## config.mk

```make
export PLATFORM = sky130hd
export DESIGN_NAME = soft_branch_metric_unit_flat
export DESIGN_NICKNAME = d
export VERILOG_FILES = /design/src/rtl/soft_branch_metric_unit_if.sv /design/src/rtl/soft_branch_metric_unit.sv /design/src/flat_wrapper.sv
export SDC_FILE = /design/constraint.sdc
export NUM_CORES = 1
export LEC_CHECK = 0
export BUFFER_PORTS_ARGS = -buffer_cell sky130_fd_sc_hd__buf_2
export CAP_MARGIN = 20
export CELL_PAD_IN_SITES_DETAIL_PLACEMENT = 0
export CELL_PAD_IN_SITES_GLOBAL_PLACEMENT = 2
export CORE_AREA = 5 5 106 108
export CTS_BUF_LIST = sky130_fd_sc_hd__clkbuf_2 sky130_fd_sc_hd__clkbuf_4 sky130_fd_sc_hd__clkbuf_8
export CTS_CLUSTER_SIZE = 16
export DETAILED_ROUTE_END_ITERATION = 8
export DIE_AREA = 0 0 111 113
export PLACE_DENSITY = 0.83
export SYNTH_ARGS = -nofsm -noshare
export SYNTH_HDL_FRONTEND = slang
export SYNTH_SLANG_ARGS = --single-unit
```

## constraint.sdc

```tcl
create_clock -name i_clk -period 4.4 [get_ports i_clk]
set_input_delay 0.44 -clock i_clk [delete_from_list [all_inputs] [get_ports i_clk]]
set_output_delay 0.44 -clock i_clk [all_outputs]
set_load 0.005 [all_outputs]
```

## src/rtl/soft_branch_metric_unit_if.sv

```systemverilog
// Handshake/bus bundle for the soft branch metric unit: symbol input side
// (demapper/depuncturer) and metric output side (add-compare-select).
interface soft_branch_metric_unit_if #(
  parameter int N_OUT  = 2,
  parameter int SOFT_W = 3,
  parameter int CNT_W  = 16
);
  localparam int BM_W = $clog2(N_OUT * ((1 << SOFT_W) - 1) + 1);
  localparam int N_CW = 1 << N_OUT;

  logic                    i_valid;
  logic                    o_ready;
  logic [N_OUT*SOFT_W-1:0] i_data;
  logic [N_OUT-1:0]        i_erase;
  logic                    i_last;

  logic                    o_valid;
  logic                    i_ready;
  logic [N_CW*BM_W-1:0]    o_metric;
  logic [N_OUT-1:0]        o_min_idx;
  logic                    o_last;
  logic [CNT_W-1:0]        o_sym_cnt;

  // Drives symbols in and accepts metric bundles.
  modport master (
    output i_valid, i_data, i_erase, i_last, i_ready,
    input  o_ready, o_valid, o_metric, o_min_idx, o_last, o_sym_cnt
  );

  // The metric unit itself.
  modport slave (
    input  i_valid, i_data, i_erase, i_last, i_ready,
    output o_ready, o_valid, o_metric, o_min_idx, o_last, o_sym_cnt
  );
endinterface

```

## src/rtl/soft_branch_metric_unit.sv

```systemverilog
// Two-stage pipelined branch metric unit: per-bit distances (soft or hard,
// with erasures) in stage 1, all 2^N_OUT codeword sums plus arg-min in
// stage 2. Valid/ready handshake with a frame-aware symbol counter.
// Reset release is assumed to be synchronised upstream; assertion is async.
module soft_branch_metric_unit #(
  parameter int N_OUT  = 2,
  parameter int SOFT_W = 3,
  parameter int CNT_W  = 16
) (
  input  logic i_clk,
  input  logic i_rst_n,
  input  logic i_en,
  input  logic i_flush,
  input  logic i_hard_mode,
  soft_branch_metric_unit_if.slave bus
);
  localparam int SMAX = (1 << SOFT_W) - 1;
  localparam int N_CW = 1 << N_OUT;
  localparam int BM_W = $clog2(N_OUT * SMAX + 1);

  logic advance;
  logic accept;

  logic [N_OUT-1:0][SOFT_W-1:0] d0_nx, d1_nx;
  logic [N_OUT-1:0][SOFT_W-1:0] s1_d0, s1_d1;
  logic                         s1_valid, s1_last;

  logic [N_CW-1:0][BM_W-1:0]    sum_c;
  logic [BM_W-1:0]              best_c;
  logic [N_OUT-1:0]             min_c;

  logic [N_CW-1:0][BM_W-1:0]    metric_q;
  logic [N_OUT-1:0]             min_q;
  logic                         o_valid_q, o_last_q;
  logic [CNT_W-1:0]             cnt_q;

  // A full output stage only moves when downstream takes it.
  assign advance     = i_en && (!o_valid_q || bus.i_ready);
  assign accept      = bus.i_valid && advance && !i_flush;
  assign bus.o_ready = advance;

  // Per-bit distances to '0' and '1', with mode and erasure already applied.
  always_comb begin
    d0_nx = '0;
    d1_nx = '0;
    for (int j = 0; j < N_OUT; j++) begin
      if (bus.i_erase[j]) begin
        d0_nx[j] = '0;
        d1_nx[j] = '0;
      end else if (i_hard_mode) begin
        d0_nx[j] = bus.i_data[j*SOFT_W + SOFT_W-1] ? SOFT_W'(1) : '0;
        d1_nx[j] = bus.i_data[j*SOFT_W + SOFT_W-1] ? '0 : SOFT_W'(1);
      end else begin
        d0_nx[j] = bus.i_data[j*SOFT_W +: SOFT_W];
        d1_nx[j] = SOFT_W'(SMAX) - bus.i_data[j*SOFT_W +: SOFT_W];
      end
    end
  end

  // Codeword sums from stage 1 and the lowest-index minimum.
  always_comb begin
    sum_c  = '0;
    best_c = '0;
    min_c  = '0;
    for (int k = 0; k < N_CW; k++) begin
      for (int j = 0; j < N_OUT; j++) begin
        if (((k >> j) & 1) == 1)
          sum_c[k] = sum_c[k] + BM_W'(s1_d1[j]);
        else
          sum_c[k] = sum_c[k] + BM_W'(s1_d0[j]);
      end
    end
    best_c = sum_c[0];
    for (int k = 1; k < N_CW; k++) begin
      if (sum_c[k] < best_c) begin
        best_c = sum_c[k];
        min_c  = N_OUT'(k);
      end
    end
  end

  // Stage 1: capture per-bit distances with the symbol's valid and last.
  always_ff @(posedge i_clk or negedge i_rst_n) begin
    if (!i_rst_n) begin
      s1_valid <= 1'b0;
      s1_last  <= 1'b0;
      s1_d0    <= '0;
      s1_d1    <= '0;
    end else if (i_en) begin
      if (i_flush) begin
        s1_valid <= 1'b0;
        s1_last  <= 1'b0;
      end else if (advance) begin
        s1_valid <= bus.i_valid;
        s1_last  <= bus.i_valid && bus.i_last;
        s1_d0    <= d0_nx;
        s1_d1    <= d1_nx;
      end
    end
  end

  // Stage 2: register sums and arg-min; held while the bundle is stalled.
  always_ff @(posedge i_clk or negedge i_rst_n) begin
    if (!i_rst_n) begin
      o_valid_q <= 1'b0;
      o_last_q  <= 1'b0;
      metric_q  <= '0;
      min_q     <= '0;
    end else if (i_en) begin
      if (i_flush) begin
        o_valid_q <= 1'b0;
        o_last_q  <= 1'b0;
      end else if (advance) begin
        o_valid_q <= s1_valid;
        o_last_q  <= s1_last;
        metric_q  <= sum_c;
        min_q     <= min_c;
      end
    end
  end

  // Symbol counter: counts accepts, restarts after a frame's last symbol.
  always_ff @(posedge i_clk or negedge i_rst_n) begin
    if (!i_rst_n) begin
      cnt_q <= '0;
    end else if (i_en) begin
      if (i_flush)
        cnt_q <= '0;
      else if (accept)
        cnt_q <= bus.i_last ? '0 : cnt_q + 1'b1;
    end
  end

  assign bus.o_valid   = o_valid_q;
  assign bus.o_last    = o_last_q;
  assign bus.o_metric  = metric_q;
  assign bus.o_min_idx = min_q;
  assign bus.o_sym_cnt = cnt_q;
endmodule
```

## src/flat_wrapper.sv

```systemverilog
// flat-port wrapper written by rule: the top's interface ports become plain ports
module soft_branch_metric_unit_flat 
#(
  parameter int N_OUT  = 2,
  parameter int SOFT_W = 3,
  parameter int CNT_W  = 16
)
  (i_clk, i_rst_n, i_en, i_flush, i_hard_mode, bus_i_valid, bus_i_data, bus_i_erase, bus_i_last, bus_i_ready, bus_o_ready, bus_o_valid, bus_o_metric, bus_o_min_idx, bus_o_last, bus_o_sym_cnt);
  soft_branch_metric_unit_if #(.N_OUT(N_OUT), .SOFT_W(SOFT_W), .CNT_W(CNT_W)) bus_i ();
  input  logic i_clk;
  input  logic i_rst_n;
  input  logic i_en;
  input  logic i_flush;
  input  logic i_hard_mode;
  input wire logic [$bits(bus_i.i_valid)-1:0] bus_i_valid;
  input wire logic [$bits(bus_i.i_data)-1:0] bus_i_data;
  input wire logic [$bits(bus_i.i_erase)-1:0] bus_i_erase;
  input wire logic [$bits(bus_i.i_last)-1:0] bus_i_last;
  input wire logic [$bits(bus_i.i_ready)-1:0] bus_i_ready;
  output wire logic [$bits(bus_i.o_ready)-1:0] bus_o_ready;
  output wire logic [$bits(bus_i.o_valid)-1:0] bus_o_valid;
  output wire logic [$bits(bus_i.o_metric)-1:0] bus_o_metric;
  output wire logic [$bits(bus_i.o_min_idx)-1:0] bus_o_min_idx;
  output wire logic [$bits(bus_i.o_last)-1:0] bus_o_last;
  output wire logic [$bits(bus_i.o_sym_cnt)-1:0] bus_o_sym_cnt;
  assign bus_i.i_valid = bus_i_valid;
  assign bus_i.i_data = bus_i_data;
  assign bus_i.i_erase = bus_i_erase;
  assign bus_i.i_last = bus_i_last;
  assign bus_i.i_ready = bus_i_ready;
  assign bus_o_ready = bus_i.o_ready;
  assign bus_o_valid = bus_i.o_valid;
  assign bus_o_metric = bus_i.o_metric;
  assign bus_o_min_idx = bus_i.o_min_idx;
  assign bus_o_last = bus_i.o_last;
  assign bus_o_sym_cnt = bus_i.o_sym_cnt;
  soft_branch_metric_unit #(.N_OUT(N_OUT), .SOFT_W(SOFT_W), .CNT_W(CNT_W)) u_core (.i_clk(i_clk), .i_rst_n(i_rst_n), .i_en(i_en), .i_flush(i_flush), .i_hard_mode(i_hard_mode), .bus(bus_i));
endmodule
```

==> flow_summary.toml <==
[sta]
worst_pin_slew_ns = 0.652
grt_setup_unrepaired = "true"
fin_crit_sh = 1.06
fmaxAchievable_mhz = 214
setup_slack_ns = -0.282
slew_headroom = 0.565
hold_violations = 0
slew_viol_final = 0
finClkSkew_ns = 0.00575
post-route-min-period_ns = 4.68
setup_viol = 2

[worst_setup_path]
reg2reg_slack_ns = -0.28
worst-path-max-fanout = 3
worstSetupPathType = "reg -> reg"
worstPathArrival_ns = 4.91
end_kind = "register"
worst_ep_required_time_ns = 4.63
cp-start-kind = "register"

[run_status]
status = "finished, violations left"
violations = "negative setup slack"

[yosys]
synth_area_per_cell_sq_um = 9.31
synth-warning-count = 0
synthTopCellsByArea = "dfrtp_1 (42%), ha_1 (9.8%), nand2_1 (7.6%), o21ai_0 (4.2%), fa_1 (2.7%)"
netlist_area_sq_um = 2950
synth-edff-count = 0
yosysUniqueCellTypes = 48
synth_top_area_frac = 0.424
synth_seq_cells = 50
synth_top_area_cell = "dfrtp_1"
synth_seq_area_share = 0.424
async_flop_share = 1.00
synth_cells = 317
syn_nets = 360
synth-main-ff-cell = "dfrtp_1"

[routing]
routed-via-count = 2429
ant_nets = 0
wirelength_mm = 7.27
top_layer = "met4"
drt_pass1_iterations = 4
drc = 0
wl_met3_um = 229
vias_per_cell = 4.59
drt-wirelength-per-cell_um = 13.7
met2WireLength_mm = 3.77
drtIter0Drc = 66
wl_met1_mm = 3.22

[power_and_ir_drop]
peakVddDrop_v = 0.000177
power_mw = 1.54
p_leak_nw = 1.94
powerDensity_nw_per_um2 = 411

[grt]
grt_first_pass_wirelength_mm = 12.3
grt_max_degree = 51
grt_usage = 0.119
overflow = 0
grt_pass1_vias = 2535
antenna_found_initial = 0

[clock_tree]
cts_tree = "built"
cts-root-buf = "clkbuf_8"
htreeDepth = 2
ctsHoldBuffers = 0
path_clk_slew_ns = 0.10
clock_latency_ns = 0.30
numCtsBuffers = 5
clk_path_buf_depth = 2
clock-sinks = 50

[floorplan]
die_height_um = 113
ios = 53
core_sq_um = 10100
dieWidth_um = 111
initial_core_util = 0.291
dieArea_sq_um = 12500
row_count = 37

[place]
dpl_cell_area_sq_um = 3540
place_inst = 518
io_buffer_count = 52
place_congestion = 0.813
place_hpwl_mm = 5.53

[finish]
final_util = 0.370
postLayoutCellArea_sq_um = 3750
num_antenna_cells = 0
syn2layout_area_growth_pct = 27.1
fin_cells = 529
finalNetCount = 435
drive_gt1_frac = 0.275
n_fill_cell = 1070

[worst_hold_path]
hold_class = "in -> async"

[flow_run]
cap_violations = 0
Yosys cell counts, types with 2 or more instances:
| cell type | number |
|---|---|
| nand2_1 | 60 |
| dfrtp_1 | 50 |
| o21ai_0 | 25 |
| ha_1 | 23 |
| inv_1 | 21 |
| nor2_1 | 18 |
| a21oi_1 | 10 |
| a21o_1 | 9 |
| nand3_1 | 9 |
| xnor2_1 | 8 |
| clkbuf_1 | 7 |
| nand2b_1 | 5 |
| nor3_1 | 5 |
| o22ai_1 | 5 |
| a31oi_1 | 4 |
| fa_1 | 4 |
| o31ai_1 | 4 |
| or3_1 | 4 |
| xor2_1 | 4 |
| buf_2 | 3 |
| mux2i_1 | 3 |
| nor2b_1 | 3 |
| o41ai_1 | 3 |
| a22oi_1 | 2 |
| and3_1 | 2 |
| mux2_2 | 2 |
| nor3b_1 | 2 |
| or2_2 | 2 |
area by class of cell:
type                            instances  area [sq um]  area share
Inverter                               21          78.8      0.0210
Timing Repair Buffer                   78           455       0.121
Clock inverter                          3          68.8      0.0183
Multi-Input combinational cell        236          1660       0.442
Clock buffer                            5          68.8      0.0183
Tap cell                              136           170      0.0454
Sequential cell                        50          1250       0.334
flip-flops by register name, summed over array words and instances (netlist names):
signal / cells
u_core.bus.o_metric: 16
u_core.bus.o_sym_cnt: 16
u_core.s1_d0: 6
u_core.s1_d1: 6
u_core.bus.o_min_idx: 2
u_core.bus.o_last: 1
u_core.bus.o_valid: 1
u_core.s1_last: 1
u_core.s1_valid: 1
critical path, stage by stage (launching register included):
cell and delay, ns:
dfrtp_1 0.41, ha_2 0.20, fa_1 0.54, inv_2 0.06, ha_4 0.26, a21oi_2 0.04, maj3_2 0.32, o21bai_4 0.18
a221oi_2 0.26, ha_1 0.28, o21ai_1 0.12, a21oi_1 0.08, or2_4 0.23, a21boi_4 0.14, mux2_4 0.32, ha_4 0.16
or3_1 0.33, or3_4 0.36, o31ai_4 0.18, a21oi_2 0.06, o21ai_1 0.09
placed cells by master, fill, tap and decap left out, drive strengths merged, types with 3 or more instances in the layout:
master,instances
nand3,9
or3,4
nand2,60
o31ai,4
a21oi,10
fa,4
a31oi,4
dfrtp,50
nor2,19
clkbuf,5
mux2,3
o41ai,3
inv,21
nor3,5
mux2i,4
a21o,9
o22ai,5
buf,78
ha,23
nor2b,3
nand2b,6
o21ai,25
xnor2,8
xor2,4
routing by layer:
layer / track usage / vias up
li1: - / 1237
met1: 0.147 / 1149
met2: 0.216 / 39
met3: 0.0219 / 4
met4: 0.0271 / 0
met5: 0 / -
power breakdown:
part | total (mW) | switching [mW] | leakage, nW | internal [mW]
sequential | 0.550 | 0.0345 | 0.670 | 0.516
clock | 0.394 | 0.166 | 0.0683 | 0.228
combinational | 0.598 | 0.284 | 1.20 | 0.314
logic make-up after synthesis:
group,after synthesis,synth area share
AO/OA/AOI/OAI,69,0.148
adder cells (fa/ha/maj),28,0.129
buffers and inverters,31,0.0407
XOR/XNOR,12,0.0356
multiplexers,7,0.0305
AND/OR/NAND/NOR,120,0.192
flip-flops,50,0.424
per-stage QoR:
| step | hold slack [ns] | worst slack (ns) | setup TNS [ns] |
|---|---|---|---|
| 6_report | 0.235 | -0.282 | -0.541 |
| 5_1_grt | 0.301 | -0.472 | -0.909 |
| 4_1_cts | 0.264 | -0.315 | -0.627 |
| 3_5_place_dp | 0.465 | -0.343 | -0.681 |
| 3_3_place_gp | 0.456 | -0.258 | -0.510 |
| 2_1_floorplan | 0.144 | -0.204 | -0.404 |
what timing repair did:
| action | 4_1_cts | 5_1_grt |
|---|---|---|
| setup endpoints to repair | 2 | 2 |
| pin swaps | 4 | 3 |
| buffers inserted | 1 | 2 |
| gates resized for setup | 3 | 7 |
worst paths after layout:
check / from / end / depth (start not counted)
worst max-delay path: u_core.s1_d0[3] / u_core.bus.o_min_idx[1] / 20
worst min-delay path: i_rst_n / u_core.bus.o_metric[6] / 2
worst max register to register: u_core.s1_d0[3] / u_core.bus.o_min_idx[1] / 20
worst min register to register: u_core.bus.o_metric[10] / u_core.bus.o_metric[10] / 2
max in group asynchronous: i_rst_n / u_core.bus.o_metric[11] / 2
min in group i_clk: bus_i_data[4] / u_core.s1_d1[4] / 2
(Power assumes the default switching activity.)
